[src/rtl/md_sched_if.sv]
// EX-side operation bus of the HI/LO multiply/divide scheduler.
interface md_sched_if;
  logic        op_valid;
  logic        op_ready;
  logic [2:0]  op_type;
  logic [31:0] op_src1;
  logic [31:0] op_src2;
  logic        flush;
  logic [31:0] rd_data;

  modport master (
    output op_valid, op_type, op_src1, op_src2, flush,
    input  op_ready, rd_data
  );

  modport slave (
    input  op_valid, op_type, op_src1, op_src2, flush,
    output op_ready, rd_data
  );
endinterface

[src/rtl/md_sched.sv]
// HI/LO multiply/divide scheduler: accepts one MULT/DIV/MTxx/MFxx at a time,
// sequences the external multiplier and divider, and owns HI and LO.
module md_sched #(
  parameter int MUL_LAT = 2
) (
  input  logic        clk,
  input  logic        resetn,
  md_sched_if.slave   ex,
  output logic [31:0] hi,
  output logic [31:0] lo,
  output logic        busy,
  output logic        mul_signed,
  output logic [31:0] mul_x,
  output logic [31:0] mul_y,
  input  logic [63:0] mul_res,
  output logic        div_start,
  output logic        div_cancel,
  output logic        div_signed,
  output logic [31:0] div_x,
  output logic [31:0] div_y,
  input  logic        div_done,
  input  logic [31:0] div_s,
  input  logic [31:0] div_r
);

  localparam logic [2:0] OP_MULT  = 3'b000;
  localparam logic [2:0] OP_MULTU = 3'b001;
  localparam logic [2:0] OP_DIV   = 3'b010;
  localparam logic [2:0] OP_DIVU  = 3'b011;
  localparam logic [2:0] OP_MTHI  = 3'b100;
  localparam logic [2:0] OP_MTLO  = 3'b101;
  localparam logic [2:0] OP_MFHI  = 3'b110;
  localparam logic [2:0] OP_MFLO  = 3'b111;

  typedef enum logic [1:0] {
    IDLE = 2'd0,
    MUL  = 2'd1,
    DIV  = 2'd2
  } state_e;

  state_e      state, stateNext;
  logic [2:0]  cnt, cntNext;
  logic [31:0] hiQ, hiNext;
  logic [31:0] loQ, loNext;
  logic [31:0] xQ, xNext;
  logic [31:0] yQ, yNext;
  logic        sgnQ, sgnNext;
  logic        divFirst, divFirstNext;
  logic        accept;

  assign ex.op_ready = (state == IDLE) && !ex.flush;
  assign accept      = ex.op_valid && ex.op_ready;
  assign busy        = (state != IDLE);
  assign hi          = hiQ;
  assign lo          = loQ;
  assign mul_x       = xQ;
  assign mul_y       = yQ;
  assign div_x       = xQ;
  assign div_y       = yQ;
  assign mul_signed  = sgnQ;
  assign div_signed  = sgnQ;

  // Flush always wins over a completing multiply count or a div_done.
  always_comb begin
    stateNext    = state;
    cntNext      = cnt;
    hiNext       = hiQ;
    loNext       = loQ;
    xNext        = xQ;
    yNext        = yQ;
    sgnNext      = sgnQ;
    divFirstNext = 1'b0;
    div_start    = 1'b0;
    div_cancel   = 1'b0;
    ex.rd_data   = '0;

    unique case (state)
      IDLE: begin
        if (accept) begin
          xNext   = ex.op_src1;
          yNext   = ex.op_src2;
          sgnNext = (ex.op_type == OP_MULT) || (ex.op_type == OP_DIV);
          case (ex.op_type)
            OP_MULT, OP_MULTU: begin
              stateNext = MUL;
              cntNext   = MUL_LAT[2:0];
            end
            OP_DIV, OP_DIVU: begin
              if (ex.op_src2 != '0) begin
                stateNext    = DIV;
                divFirstNext = 1'b1;
              end
            end
            OP_MTHI: hiNext = ex.op_src1;
            OP_MTLO: loNext = ex.op_src1;
            OP_MFHI: ex.rd_data = hiQ;
            OP_MFLO: ex.rd_data = loQ;
            default: ;
          endcase
        end
      end
      MUL: begin
        if (ex.flush) begin
          stateNext = IDLE;
        end else if (cnt == 3'd1) begin
          {hiNext, loNext} = mul_res;
          stateNext        = IDLE;
        end else begin
          cntNext = cnt - 3'd1;
        end
      end
      DIV: begin
        div_start = divFirst;
        if (ex.flush) begin
          div_cancel = 1'b1;
          stateNext  = IDLE;
        end else if (div_done) begin
          loNext    = div_s;
          hiNext    = div_r;
          stateNext = IDLE;
        end
      end
      default: stateNext = IDLE;
    endcase
  end

  always_ff @(posedge clk or negedge resetn) begin
    if (!resetn) begin
      state    <= IDLE;
      cnt      <= '0;
      hiQ      <= '0;
      loQ      <= '0;
      xQ       <= '0;
      yQ       <= '0;
      sgnQ     <= 1'b0;
      divFirst <= 1'b0;
    end else begin
      state    <= stateNext;
      cnt      <= cntNext;
      hiQ      <= hiNext;
      loQ      <= loNext;
      xQ       <= xNext;
      yQ       <= yNext;
      sgnQ     <= sgnNext;
      divFirst <= divFirstNext;
    end
  end

endmodule

[src/flat_wrapper.sv]
// flat-port wrapper written by rule: the top's interface ports become plain ports
module md_sched_flat 
#(
  parameter int MUL_LAT = 2
)
  (clk, resetn, hi, lo, busy, mul_signed, mul_x, mul_y, mul_res, div_start, div_cancel, div_signed, div_x, div_y, div_done, div_s, div_r, ex_op_valid, ex_op_type, ex_op_src1, ex_op_src2, ex_flush, ex_op_ready, ex_rd_data);
  md_sched_if ex_i ();
  input  logic clk;
  input  logic resetn;
  output logic [31:0] hi;
  output logic [31:0] lo;
  output logic busy;
  output logic mul_signed;
  output logic [31:0] mul_x;
  output logic [31:0] mul_y;
  input  logic [63:0] mul_res;
  output logic div_start;
  output logic div_cancel;
  output logic div_signed;
  output logic [31:0] div_x;
  output logic [31:0] div_y;
  input  logic div_done;
  input  logic [31:0] div_s;
  input  logic [31:0] div_r;
  input wire logic [$bits(ex_i.op_valid)-1:0] ex_op_valid;
  input wire logic [$bits(ex_i.op_type)-1:0] ex_op_type;
  input wire logic [$bits(ex_i.op_src1)-1:0] ex_op_src1;
  input wire logic [$bits(ex_i.op_src2)-1:0] ex_op_src2;
  input wire logic [$bits(ex_i.flush)-1:0] ex_flush;
  output wire logic [$bits(ex_i.op_ready)-1:0] ex_op_ready;
  output wire logic [$bits(ex_i.rd_data)-1:0] ex_rd_data;
  assign ex_i.op_valid = ex_op_valid;
  assign ex_i.op_type = ex_op_type;
  assign ex_i.op_src1 = ex_op_src1;
  assign ex_i.op_src2 = ex_op_src2;
  assign ex_i.flush = ex_flush;
  assign ex_op_ready = ex_i.op_ready;
  assign ex_rd_data = ex_i.rd_data;
  md_sched #(.MUL_LAT(MUL_LAT)) u_core (.clk(clk), .resetn(resetn), .ex(ex_i), .hi(hi), .lo(lo), .busy(busy), .mul_signed(mul_signed), .mul_x(mul_x), .mul_y(mul_y), .mul_res(mul_res), .div_start(div_start), .div_cancel(div_cancel), .div_signed(div_signed), .div_x(div_x), .div_y(div_y), .div_done(div_done), .div_s(div_s), .div_r(div_r));
endmodule
[config.mk]
export PLATFORM = sky130hd
export DESIGN_NAME = md_sched_flat
export DESIGN_NICKNAME = d
export VERILOG_FILES = /design/src/rtl/md_sched_if.sv /design/src/rtl/md_sched.sv /design/src/flat_wrapper.sv
export SDC_FILE = /design/constraint.sdc
export NUM_CORES = 1
export LEC_CHECK = 0
export CAP_MARGIN = 20
export CELL_PAD_IN_SITES_DETAIL_PLACEMENT = 1
export CELL_PAD_IN_SITES_GLOBAL_PLACEMENT = 1
export CORE_AREA = 2 2 169 171
export CTS_CLUSTER_DIAMETER = 50
export DETAILED_ROUTE_END_ITERATION = 10
export DIE_AREA = 0 0 171 173
export HOLD_SLACK_MARGIN = 0.12
export PLACE_DENSITY = 0.76
export SLEW_MARGIN = 20
export SYNTH_ARGS = -nofsm -noshare
export SYNTH_HDL_FRONTEND = slang
export SYNTH_SLANG_ARGS = --single-unit
[constraint.sdc]
create_clock -name clk -period 5.3 [get_ports clk]
set_input_delay 1.59 -clock clk [delete_from_list [all_inputs] [get_ports clk]]
set_output_delay 1.59 -clock clk [all_outputs]
set_load 0.01 [all_outputs]
### Word level (Yosys, flattened, before mapping)

Cells that the tools add are included.

| storage, ports and cells | value |
|---|---|
| register bits | 135 |
| logic and storage cells | 86 |
| input port bits | 200 |
| output and inout port bits | 230 |

| operators by class | value |
|---|---|
| equality and inequality tests | 23 |
| multiplexer cells | 37 |
| $add $sub $neg | 1 |
| reduce and logical (&&, ||, !) cells | 17 |

Operator list:

| kind | count |
|---|---|
| 32-bit 2-to-1 mux | 14 |
| 32-bit one-hot mux with 3 select lines | 2 |
| 32-bit one-hot mux with 2 select lines | 1 |
| 32-bit nonzero test | 1 |
| 2-bit inequality test, second input constant | 7 |
| 7-bit AND reduction | 2 |
| 3-bit equality test, second input constant | 4 |
| 2-bit 2-to-1 mux | 6 |
| 3-bit 2-to-1 mux | 4 |
| 5-bit AND reduction | 2 |
| 3-bit inequality test, second input constant | 3 |
| 1-bit 2-to-1 mux | 7 |
| 3-bit by 1-bit equality test with 1-bit output, second input constant | 2 |
| 3-bit by 2-bit equality test with 1-bit output, second input constant | 2 |
| 2-bit one-hot mux with 3 select lines | 1 |
| 3-bit one-hot mux with 2 select lines | 1 |
| 2-bit by 1-bit inequality test with 1-bit output, second input constant | 2 |
| 2-bit one-hot mux with 2 select lines | 1 |
| 2-bit nonzero test | 2 |
| 2-bit OR reduction | 2 |
| 3-bit logical NOT | 1 |
| 3-bit by 2-bit inequality test with 1-bit output, second input constant | 1 |
| 3-bit nonzero test | 1 |
| 3-bit by 1-bit subtractor with 3-bit output, second input constant | 1 |
| 7 further kinds | 8 |

### Longest topological paths before layout

Gate-level depths: netlist of the first run.

| depth | value |
|---|---|
| depth after elaboration | 5 |
| depth in mapped cells | 9 |
| gate-level depth less buffers | 6 |

### Worst setup path before layout of the first run

OpenSTA, ideal clock, no wires.

| path | value |
|---|---|
| path kind | input-to-output |
| start point | input ex_flush |
| end point | output ex_rd_data[10] |
| buffers on the path | 3 |
| slack | 0.971 ns |
| cell stages on the path | 6 |
| data arrival time | 2.739 ns |
| data required time | 3.710 ns |
| cell sequence | nand2b_1 or2_2 buf_2 buf_2 clkbuf_1 nor2_1 |

| on the way | value |
|---|---|
| cells in the longest elaborated chain, start to end | 5 |

RTL lines:

| what | RTL line | source |
|---|---|---|
| start, declared | flat_wrapper.sv:29 | `input wire logic [$bits(ex_i.flush)-1:0] ex_flush;` |
| 1-bit logical NOT | md_sched.sv:51 | `assign ex.op_ready = (state == IDLE) && !ex.flush;` |
| 1-bit logical AND | md_sched.sv:51 |  |
| 1-bit logical AND | md_sched.sv:52 | `assign accept = ex.op_valid && ex.op_ready;` |
| 32-bit 2-to-1 mux | md_sched.sv:79 | `if (accept) begin` |
| 32-bit 2-to-1 mux | md_sched.sv:77 | `unique case (state)` |
| end, declared | flat_wrapper.sv:31 | `output wire logic [$bits(ex_i.rd_data)-1:0] ex_rd_data;` |

No other way between the ends.

### Final worst setup path of the first run

| path | value |
|---|---|
| start point | input ex_op_type[1] |
| end point | output ex_rd_data[26] |

| on the way | value |
|---|---|
| cells in the longest elaborated chain, start to end | 4 |
| elaborated cells on any way between the ends | 5 |
| those cells by class | 2 x eq/ne; 3 x mux |

RTL lines:

| what | RTL line | source |
|---|---|---|
| start, declared | flat_wrapper.sv:26 | `input wire logic [$bits(ex_i.op_type)-1:0] ex_op_type;` |
| 3-bit equality test | md_sched.sv:83 | `case (ex.op_type)` |
| 32-bit one-hot mux with 2 select lines * | md_sched.sv:83 |  |
| 32-bit 2-to-1 mux * | md_sched.sv:79 |  |
| 32-bit 2-to-1 mux * | md_sched.sv:77 |  |

Every way passes the cells marked *; elsewhere a longest branch is shown, timed or not.

==> results of run 1 <==
-- routing by layer --
metal	up-vias	global-route usage	routed length (um)
met4	0	0.0484	378
met2	234	0.359	15900
met5	-	0	0
met3	21	0.0385	1510
met1	3409	0.257	12900
li1	3073	-	-
-- critical path, cell delays in order --
cell,delay [ns]
clkdlybuf4s50_1,0.57
nand2_1,0.19
nor2_4,0.17
buf_4,0.25
a22oi_1,0.12
nor2_1,0.14
clkdlybuf4s50_1,0.58
-- placed cells by master, fill, tap and decap left out, drive strengths merged --
master,n
nor3b,1
or2,2
o31ai,3
a22oi,96
a2bb2oi,1
a221oi,1
clkinvlp,2
inv,8
nand3,2
clkdlybuf4s50,428
clkinv,4
o31a,1
o211ai,1
o311a,1
clkbuf,19
mux2,128
nor4,10
nor2b,2
a21oi,68
and2,2
nand2b,3
dfrtp,135
ha,6
or3,1
o2111a,1
a311o,1
nand2,9
nor3,1
buf,13
bufinv,5
o21ai,5
a211oi,1
nor2,67
-- sequential cells by signal, summed over array words and instances, names as in the netlist --
signal	count
u_core.cnt	3
u_core.divFirst	1
u_core.div_signed	1
u_core.div_x	32
u_core.div_y	32
u_core.hi	32
u_core.lo	32
u_core.state	2
-- final timing paths --
path | from | to | slack, ns | cells past startpoint
max | ex_op_type[1] | ex_rd_data[26] | 0.09 | 7
min | u_core.cnt[2] | u_core.cnt[2] | 0.49 | 1
max reg2reg | u_core.state[0] | u_core.lo[10] | 2.28 | 6
min reg2reg | u_core.cnt[2] | u_core.cnt[2] | 0.49 | 1
max in group asynchronous | resetn | u_core.lo[16] | 3.27 | 2
min in group asynchronous | resetn | u_core.hi[26] | 1.15 | 1
-- cell type report --
class                           instances  area, um2  share of cell area
Clock buffer                           19        443              0.0357
Clock inverter                         11        200              0.0161
Inverter                                8       30.0             0.00242
Multi-Input combinational cell        414       3440               0.277
Sequential cell                       135       3380               0.272
Tap cell                              378        473              0.0381
Timing Repair Buffer                  441       4460               0.359
-- metrics by stage --
step                instance area (um2)  total power [mW]  setup WS, ns
floorplan                          7530              4.90         0.971
global placement                  11800              6.94         0.240
detailed placement                11800              7.04         0.147
CTS                               12400              8.40        0.0953
global route                      12400              8.80        0.0471
finish                            12400              8.32        0.0884
-- cells by family (layout without fill, tap and decap cells) --
| group | Yosys count | count (layout) | share of synthesized area |
|---|---|---|---|
| AND/OR/NAND/NOR | 100 | 100 | 0.0608 |
| adder cells (fa/ha/maj) | 6 | 6 | 0.00996 |
| flip-flops | 135 | 135 | 0.448 |
| buffers and inverters | 123 | 479 | 0.101 |
| AO/OA/AOI/OAI | 180 | 180 | 0.158 |
| multiplexers | 128 | 128 | 0.221 |
-- where the power goes --
part / total (mW) / switching (mW) / internal (mW) / leakage (nW)
sequential: 2.15 / 0.568 / 1.58 / 1.60
clock: 1.31 / 0.466 / 0.846 / 0.305
combinational: 4.86 / 2.06 / 2.79 / 3.07
==> summary.md, run 1 <==
| Metric | Value |
|---|---|
| Status | `finished clean` |
| Clk buf depth | `2` |
| First-pass GRT wire length | `~46000 um` |
| Required @ worst endpoint | `roughly 3.7 ns` |
| Top cell type's share of synthesized area | `0.448` |
| Vias in the first global route | `7423` |
| Number of diodes | `0` |
| Post-Synthesis Cells | `about 670` |
| Mean Syn Cell Area | `11.2 um2` |
| Hold slack | `0.486 ns` |
| Port Buffers | `429` |
| Routed wire length | `between 30000 and 40000 um` |
| Leak | `4.97 nW` |
| Drt first pass iters | `4` |
| Clock Latency Late Sink | `roughly 0.42 ns` |
| Post-DP HPWL | `22900 um` |
| Crit Path Max Fanout | `12` |
| IR drop worst, VDD | `0.000454 V` |
| Antenna-violating nets left | `0` |
| Starting density of the core | `0.273` |
| Share of layout cells above drive strength 1 | `0.175` |
| Async set-reset flop share out of synthesis | `1.00` |
| Post-synth EDFFs | `0` |
| P per Cell Area | `around 670 mW/mm2` |
| IO Pins | `430` |
| Avg Vias per Cell | `between 4 and 5` |
| Main synth FF type | `dfrtp_1` |
| Max Clk Rate | `about 0.19 GHz` |
| Total grt overflow | `0` |
| Final Cycle Share | `0.983` |
| Crit path kind | `in2out` |
| Synth warn | `0` |
| Mapped cell area | `between 0.007 and 0.008 mm2` |
| DRT iter0 DRCs | `between 200 and 300` |
| Final nets | `between 1k and 1.5k` |
| Pin count of the biggest net entering global routing | `97` |
| CTS resizes | `0` |
| Number of setup buffers added after CTS | `0` |
| RSZ-0062 raised after global routing | `no` |
| Initial antenna violation count | `0` |
| Final hold violations | `0` |
| Worst Skew | `between 0.01 and 0.015 ns` |
| Clk root buf | `clkbuf_16` |
| Syn nets | `878` |
| CTS tree | `done` |
| RePlAce Congestion | `between 0.8 and 0.9` |
| Synth area leaders | `dfrtp_1 45%, mux2_4 12%, mux2_2 10%, a22oi_1 9.6%, buf_4 6.5%` |
| Die width | `171 um` |
| CTS Buf Count | `17` |
| Clock sink count | `about 140` |
| Setup TNS | `0 ns` |
| Post-synth top cells | `135 x dfrtp_1, 96 x a22oi_1, 68 x a21oi_1, 68 x mux2_2, 67 x nor2_1` |
| Core Area | `approximately 0.028 mm2` |
| Max Cap Viol | `0` |
| Post-Layout Cell Count | `1406` |
| Tmin final | `5.21 ns` |
| Critical Path AT | `3.62 ns` |
| Clock transition at the registers of the reported paths | `0.06 ns` |
| Num rows | `61` |
| H-Tree Level Count | `4` |
| Worst Setup End Kind | `primary output` |
| Routed wire per std cell | `~22 um` |
| Fillers | `about 3k` |
| Die Y-Extent | `around 170 um` |
| Residual DRC | `0` |
| Post-synth cell types | `35` |
| Total track usage | `0.204` |
| Number of synthesized register bits | `approximately 140` |
| Register area share after synthesis | `0.448` |
| # hold bufs at CTS | `0` |
| Final Setup Violations | `0` |
| Placed cell count | `around 1.4k` |
| Via count | `between 6k and 7k` |
| Max-slew violations | `0` |
| Fin util | `0.450` |
| Total die area | `a little under 0.03 mm2` |
| HP Class | `reg2reg` |
| Slew HR | `0.299` |
| Worst-margin pin slew | `roughly 1.1 ns` |
| Top-count cell post-synth | `dfrtp_1` |
| Crit start category | `primary input` |
| Area growth from synthesis to layout | `64.9%` |
| Yosys top cell by area | `dfrtp_1` |
Power figures use the tool's default switching activity.
==> inputs of run 2 (changes only) <==
Settings changed: SLEW_MARGIN 20 to 25.
==> run 2 against run 1 <==
Net effect: combinational power is 0.8% higher; non-clock buffer count is 1 higher; worst hold slack better by 0.00061 ns; global-route usage stayed put; via count is 0.10% lower; sequential power hardly changed; cell count hardly changed; clock skew is 0.0013 ns lower; maximum frequency is 0.27% higher; highest routed layer unchanged.
==> summary.md, run 2 (same netlist as run 1, synthesis figures left out) <==
| Metric | Value |
|---|---|
| Routed wire length | `30700 um (+0.26%)` |
| R2R setup slack | `2.26 ns (-0.02 ns)` |
| IR drop worst, VDD | `0.000344 V (-24%)` |
| CTS tree | `done` |
| Residual DRC | `0 (unchanged)` |
| IO Pins | `430 (unchanged)` |
| RePlAce Congestion | `0.819 (unchanged)` |
| CTS resizes | `0 (unchanged)` |
| Hold Path Stages | `1 (unchanged)` |
| Worst-margin pin slew | `0.991 ns (-0.0596 ns)` |
| Total track usage | `0.204 (unchanged)` |
| Tmin final | `5.20 ns (-0.0139 ns)` |
| Final Cycle Share | `0.981 (-0.00262)` |
| Routed wire per std cell | `21.8 um (+0.19%)` |
| Drt first pass iters | `4 (unchanged)` |
| Crit start category | `primary input` |
| Num rows | `61 (unchanged)` |
| Clock transition at the registers of the reported paths | `0.06 ns (about the same)` |
| Area growth from synthesis to layout | `65.3%` |
| Die width | `171 um (unchanged)` |
| Status | `finished clean` |
| Crit Path Max Fanout | `12 (unchanged)` |
| Final Setup Violations | `0 (unchanged)` |
| Final hold violations | `0 (unchanged)` |
| Clock sink count | `135 (unchanged)` |
| Share of layout cells above drive strength 1 | `0.176 (+0.000802)` |
| Max Cap Viol | `0 (unchanged)` |
| Final nets | `1224 (+0.082%)` |
| H-Tree Level Count | `4 (unchanged)` |
| Reg2Reg Depth | `6 (unchanged)` |
| Number of setup buffers added after CTS | `0 (unchanged)` |
| Max Clk Rate | `0.192 GHz (+0.27%)` |
| Setup WS post-layout | `0.102 ns (+0.0139 ns)` |
| Total grt overflow | `0 (unchanged)` |
| Leak | `4.98 nW (+0.25%)` |
| CTS Buf Count | `17 (unchanged)` |
| Avg Vias per Cell | `4.78 (-0.17%)` |
| Worst Skew | `0.0124 ns (-0.00126 ns)` |
| Starting density of the core | `0.273 (unchanged)` |
| Total die area | `0.0296 mm2 (unchanged)` |
| Clk buf depth | `2 (unchanged)` |
| Most common cell after layout, fill and taps aside | `clkdlybuf4s50_1` |
| Dpl ws | `0.147 ns (unchanged)` |
| Max-slew violations | `0 (unchanged)` |
| HP Class | `reg2reg` |
| P per Cell Area | `671 mW/mm2 (+0.24%)` |
| Antenna-violating nets left | `0 (unchanged)` |
| Via count | `6730 (-0.10%)` |
| Pin count of the biggest net entering global routing | `97 (unchanged)` |
| Initial antenna violation count | `0 (unchanged)` |
| Number of diodes | `0 (unchanged)` |
| Core Area | `0.0276 mm2 (unchanged)` |
| DRT iter0 DRCs | `241 (-14%)` |
| Die Y-Extent | `173 um (unchanged)` |
| Hold slack | `0.487 ns (+0.000612 ns)` |
| Required @ worst endpoint | `3.71 ns (about the same)` |
| Critical Path AT | `3.61 ns (about the same)` |
| # hold bufs at CTS | `0 (unchanged)` |
| Setup TNS | `0 ns (unchanged)` |
| Slew HR | `0.339 (+0.0397)` |
| First-pass GRT wire length | `45800 um (unchanged)` |
| Clk root buf | `clkbuf_16` |
| Port Buffers | `429 (unchanged)` |
| Crit path kind | `in2out` |
| Worst Setup End Kind | `primary output` |
| Vias in the first global route | `7423 (unchanged)` |
| Clock Latency Late Sink | `0.42 ns (about the same)` |
| RSZ-0062 raised after global routing | `no` |
| Post-DP HPWL | `22900 um (unchanged)` |
| Commonest non-fill, non-tap cells in the layout | `428 x clkdlybuf4s50_1, 135 x dfrtp_1, 96 x a22oi_1` |
-- run 2: power breakdown --
group	leakage, nW	switching [mW]	internal (mW)
logic	3.08	2.07	2.82
clock network	0.305	0.466	0.846
registers	1.60	0.566	1.58
total	4.98	3.11	5.25
-- run 2: worst paths after layout --
check | endpoint | start
max in group asynchronous | u_core.lo[16] | resetn
min reg2reg | u_core.cnt[2] | u_core.cnt[2]
min | u_core.cnt[2] | u_core.cnt[2]
max | ex_rd_data[26] | ex_op_type[1]
max reg2reg | u_core.lo[10] | u_core.state[0]
min in group asynchronous | u_core.hi[26] | resetn
-- run 2: critical path, stage by stage --
cell and delay, ns:
clkdlybuf4s50_1 0.57, nand2_1 0.19, nor2_4 0.17, buf_4 0.25, a22oi_1 0.12, nor2_1 0.13, clkdlybuf4s50_1 0.58
-- run 2: per-stage QoR --
stage	util	instance area [um2]	std cells	total power, mW
final	0.451	12400	1407	8.35
after CTS	0.450	12400	1406	8.40
after floorplan	-	7530	672	4.90
after global routing	0.451	12400	1407	8.84
after detailed placement	0.426	11800	1376	7.04
after global placement	0.426	11800	1376	6.94
-- run 2: cell type report --
class                   instances  area [um2]
flip-flops and latches        135        3380
inverters                       8        30.0
clock inverters                11         200
well taps                     378         473
multi-input cells             414        3440
repair buffers                442        4490
clock buffers                  19         443
fillers                      3003       15200
-- run 2: layer usage --
layer | track usage | vias up | share of wire
met1 | 0.257 | 3415 | 0.42
met5 | 0 | - | 0
met4 | 0.0484 | 0 | 0.012
met3 | 0.0385 | 18 | 0.048
met2 | 0.359 | 226 | 0.52
li1 | - | 3071 | -
==> inputs of run 3 (changes only) <==
--- a/config.mk
+++ b/config.mk
@@ -15,5 +15,4 @@
 export HOLD_SLACK_MARGIN = 0.12
 export PLACE_DENSITY = 0.76
-export SLEW_MARGIN = 25
 export SYNTH_ARGS = -nofsm -noshare
 export SYNTH_HDL_FRONTEND = slang
==> constraint.sdc (replaced) <==
create_clock -name clk -period 5.3 [get_ports clk]
set_input_delay 1.59 -clock clk [delete_from_list [all_inputs] [get_ports clk]]
set_output_delay 1.59 -clock clk [all_outputs]
set_load 0.02 [all_outputs]
==> run 3 against run 2 <==
Net effect: total power rose by 5.4%; wire length barely moved; via count is essentially flat; count of clock-buffer cells in the layout unchanged; cell count increased by 0.50%; global-route usage rose by 0.20 points; core utilization is 0.27 points lower; critical path depth did not move; maximum frequency is essentially flat; first-iteration DRC count up 31%; largest power group unchanged.
==> summary.md, run 3 (same netlist as run 1, synthesis figures left out) <==
| Metric | Value |
|---|---|
| Psw | `3.72 mW (+20%)` |
| Status | `finished clean` |
| Clk root buf | `clkbuf_16` |
| Avg Vias per Cell | `4.76 (-0.41%)` |
| Die Y-Extent | `173 um (unchanged)` |
| Internal power | `5.08 mW (-3.2%)` |
| Residual DRC | `0 (unchanged)` |
| Critical Path Source | `ex_op_type[1]` |
| Crit Path Max Fanout | `13 (+1)` |
| Commonest non-fill, non-tap cells in the layout | `427 x clkdlybuf4s50_1, 135 x dfrtp_1, 96 x a22oi_1` |
| H-Tree Level Count | `4 (unchanged)` |
| Seq pwr share | `0.244 (-0.013)` |
| RePlAce Congestion | `0.831 (+1.5%)` |
| Drt first pass iters | `4 (unchanged)` |
| Clock network fraction of total power | `0.135 (-0.022)` |
| Clock transition at the registers of the reported paths | `0.06 ns (about the same)` |
| CTS Buf Count | `17 (unchanged)` |
| Worst Setup End Kind | `primary output` |
| Crit start category | `primary input` |
| Hold slack | `0.518 ns (+0.0317 ns)` |
| Port Buffers | `429 (unchanged)` |
| Switching share of power | `0.423 (+0.0510)` |
| DRT iter0 DRCs | `315 (+31%)` |
| Fillers | `3075 (+2.4%)` |
| Vias in the first global route | `7553 (+1.8%)` |
| Total track usage | `0.206 (+0.00200)` |
| Core Area | `0.0276 mm2 (unchanged)` |
| R2r startpoint | `u_core.state[0]` |
| Post-DP HPWL | `23200 um (+1.3%)` |
| Tmin final | `5.20 ns (+0.00510 ns)` |
| Final Setup Violations | `0 (unchanged)` |
| IO Pins | `430 (unchanged)` |
| Number of setup buffers added after CTS | `0 (unchanged)` |
| HP Class | `reg2reg` |
| Clk buf depth | `2 (unchanged)` |
| IR drop worst, VDD | `0.000410 V (+19%)` |
| Slew HR | `0.307 (-0.0322)` |
| Setup TNS | `0 ns (unchanged)` |
| Final hold violations | `0 (unchanged)` |
| Hold Path Origin | `u_core.cnt[2]` |
| Clock sink count | `135 (unchanged)` |
| Routed wire length | `30700 um (about the same)` |
| Pin count of the biggest net entering global routing | `97 (unchanged)` |
| Routed wire per std cell | `21.7 um (-0.46%)` |
| Final nets | `1228 (+0.33%)` |
| Crit path kind | `in2out` |
| Leak | `4.96 nW (-0.46%)` |
| Critical Path AT | `3.61 ns (about the same)` |
| Max Cap Viol | `0 (unchanged)` |
| Required @ worst endpoint | `3.71 ns (about the same)` |
| RSZ-0062 raised after global routing | `no` |
| Die width | `171 um (unchanged)` |
| Max-slew violations | `0 (unchanged)` |
| Initial antenna violation count | `1 (+1)` |
| Total die area | `0.0296 mm2 (unchanged)` |
| Share of layout cells above drive strength 1 | `0.181 (+0.00478)` |
| Max Clk Rate | `0.192 GHz (about the same)` |
| Starting density of the core | `0.273 (unchanged)` |
| Worst-margin pin slew | `1.04 ns (+0.0484 ns)` |
| Via count | `6736 (+0.089%)` |
| Power Total | `8.81 mW (+5.4%)` |
| Worst Skew | `0.00758 ns (-0.00486 ns)` |
| First-pass GRT wire length | `46200 um (+1.1%)` |
| Gate power share | `0.622 (+0.036)` |
| Clock Latency Late Sink | `0.42 ns (about the same)` |
| Final Cycle Share | `0.982 (about the same)` |
| P per Cell Area | `712 mW/mm2 (+6.0%)` |
| Num rows | `61 (unchanged)` |
| Total grt overflow | `0 (unchanged)` |
| Area growth from synthesis to layout | `64.3%` |
| CTS tree | `done` |
| Most common cell after layout, fill and taps aside | `clkdlybuf4s50_1` |
| Antenna-violating nets left | `0 (unchanged)` |
run 3: changes by cell type in the layout (fill, tap and decap cells not counted), moves of 2 or more:
| cell | delta |
|---|---|
| buf_4 | +7 |
| inv_6 | +4 |
| bufinv_16 | -3 |
| buf_12 | -2 |
| clkinv_2 | +2 |
run 3: layout make-up:
cell class,instances,area [um2],area share
Timing Repair Buffer,446,4470,0.362
Multi-Input combinational cell,414,3440,0.278
Sequential cell,135,3380,0.273
Tap cell,378,473,0.0382
Clock buffer,19,433,0.0350
Clock inverter,13,146,0.0118
Inverter,8,30.0,0.00243
Antenna cell,1,2.50,0.000202
run 3: routing by layer:
| layer | share of wire | vias up | wire (um) | track usage |
|---|---|---|---|---|
| met5 | 0 | - | 0 | 0 |
| met4 | 0.016 | 0 | 478 | 0.0533 |
| met3 | 0.053 | 27 | 1630 | 0.0410 |
| met2 | 0.52 | 241 | 16100 | 0.369 |
| met1 | 0.41 | 3382 | 12500 | 0.251 |
| li1 | - | 3086 | - | - |
run 3: power groups by stage:
| stage | logic, mW | registers, mW | clock network (mW) |
|---|---|---|---|
| after floorplan | 2.94 | 2.57 | 0 |
| after global placement | 5.40 | 2.14 | 0 |
| after detailed placement | 5.52 | 2.15 | 0 |
| after CTS | 5.53 | 2.15 | 1.22 |
| after global routing | 5.81 | 2.21 | 1.27 |
| final | 5.47 | 2.15 | 1.19 |
run 3: metrics by stage:
step / cell area (um2) / instances / util / worst slack, ns
floorplan: 7530 / 672 / - / 0.849
global placement: 11800 / 1381 / 0.427 / 0.177
detailed placement: 11800 / 1381 / 0.427 / 0.118
CTS: 12400 / 1413 / 0.448 / 0.0592
global route: 12400 / 1414 / 0.448 / 0.0347
finish: 12400 / 1414 / 0.448 / 0.0972
run 3: final timing paths:
check / endpoint / depth (start not counted) / slack, ns
max: ex_rd_data[2] / 7 / 0.1
min: u_core.cnt[2] / 1 / 0.52
max reg2reg: u_core.hi[22] / 7 / 1.92
min reg2reg: u_core.cnt[2] / 1 / 0.52
max in group asynchronous: u_core.hi[3] / 2 / 3.08
min in group asynchronous: u_core.hi[26] / 1 / 1.18
run 3: timing repair:
item,CTS,global route
hold buffers,0,0
endpoints found under the setup margin,0,6
gates resized for setup,0,1
run 3: worst max-delay path: stages:
cell	delay [ns]
clkdlybuf4s50_1	0.57
nand2_1	0.19
nor2_4	0.16
buf_6	0.22
a22oi_1	0.12
nor2_1	0.13
clkdlybuf4s50_1	0.62
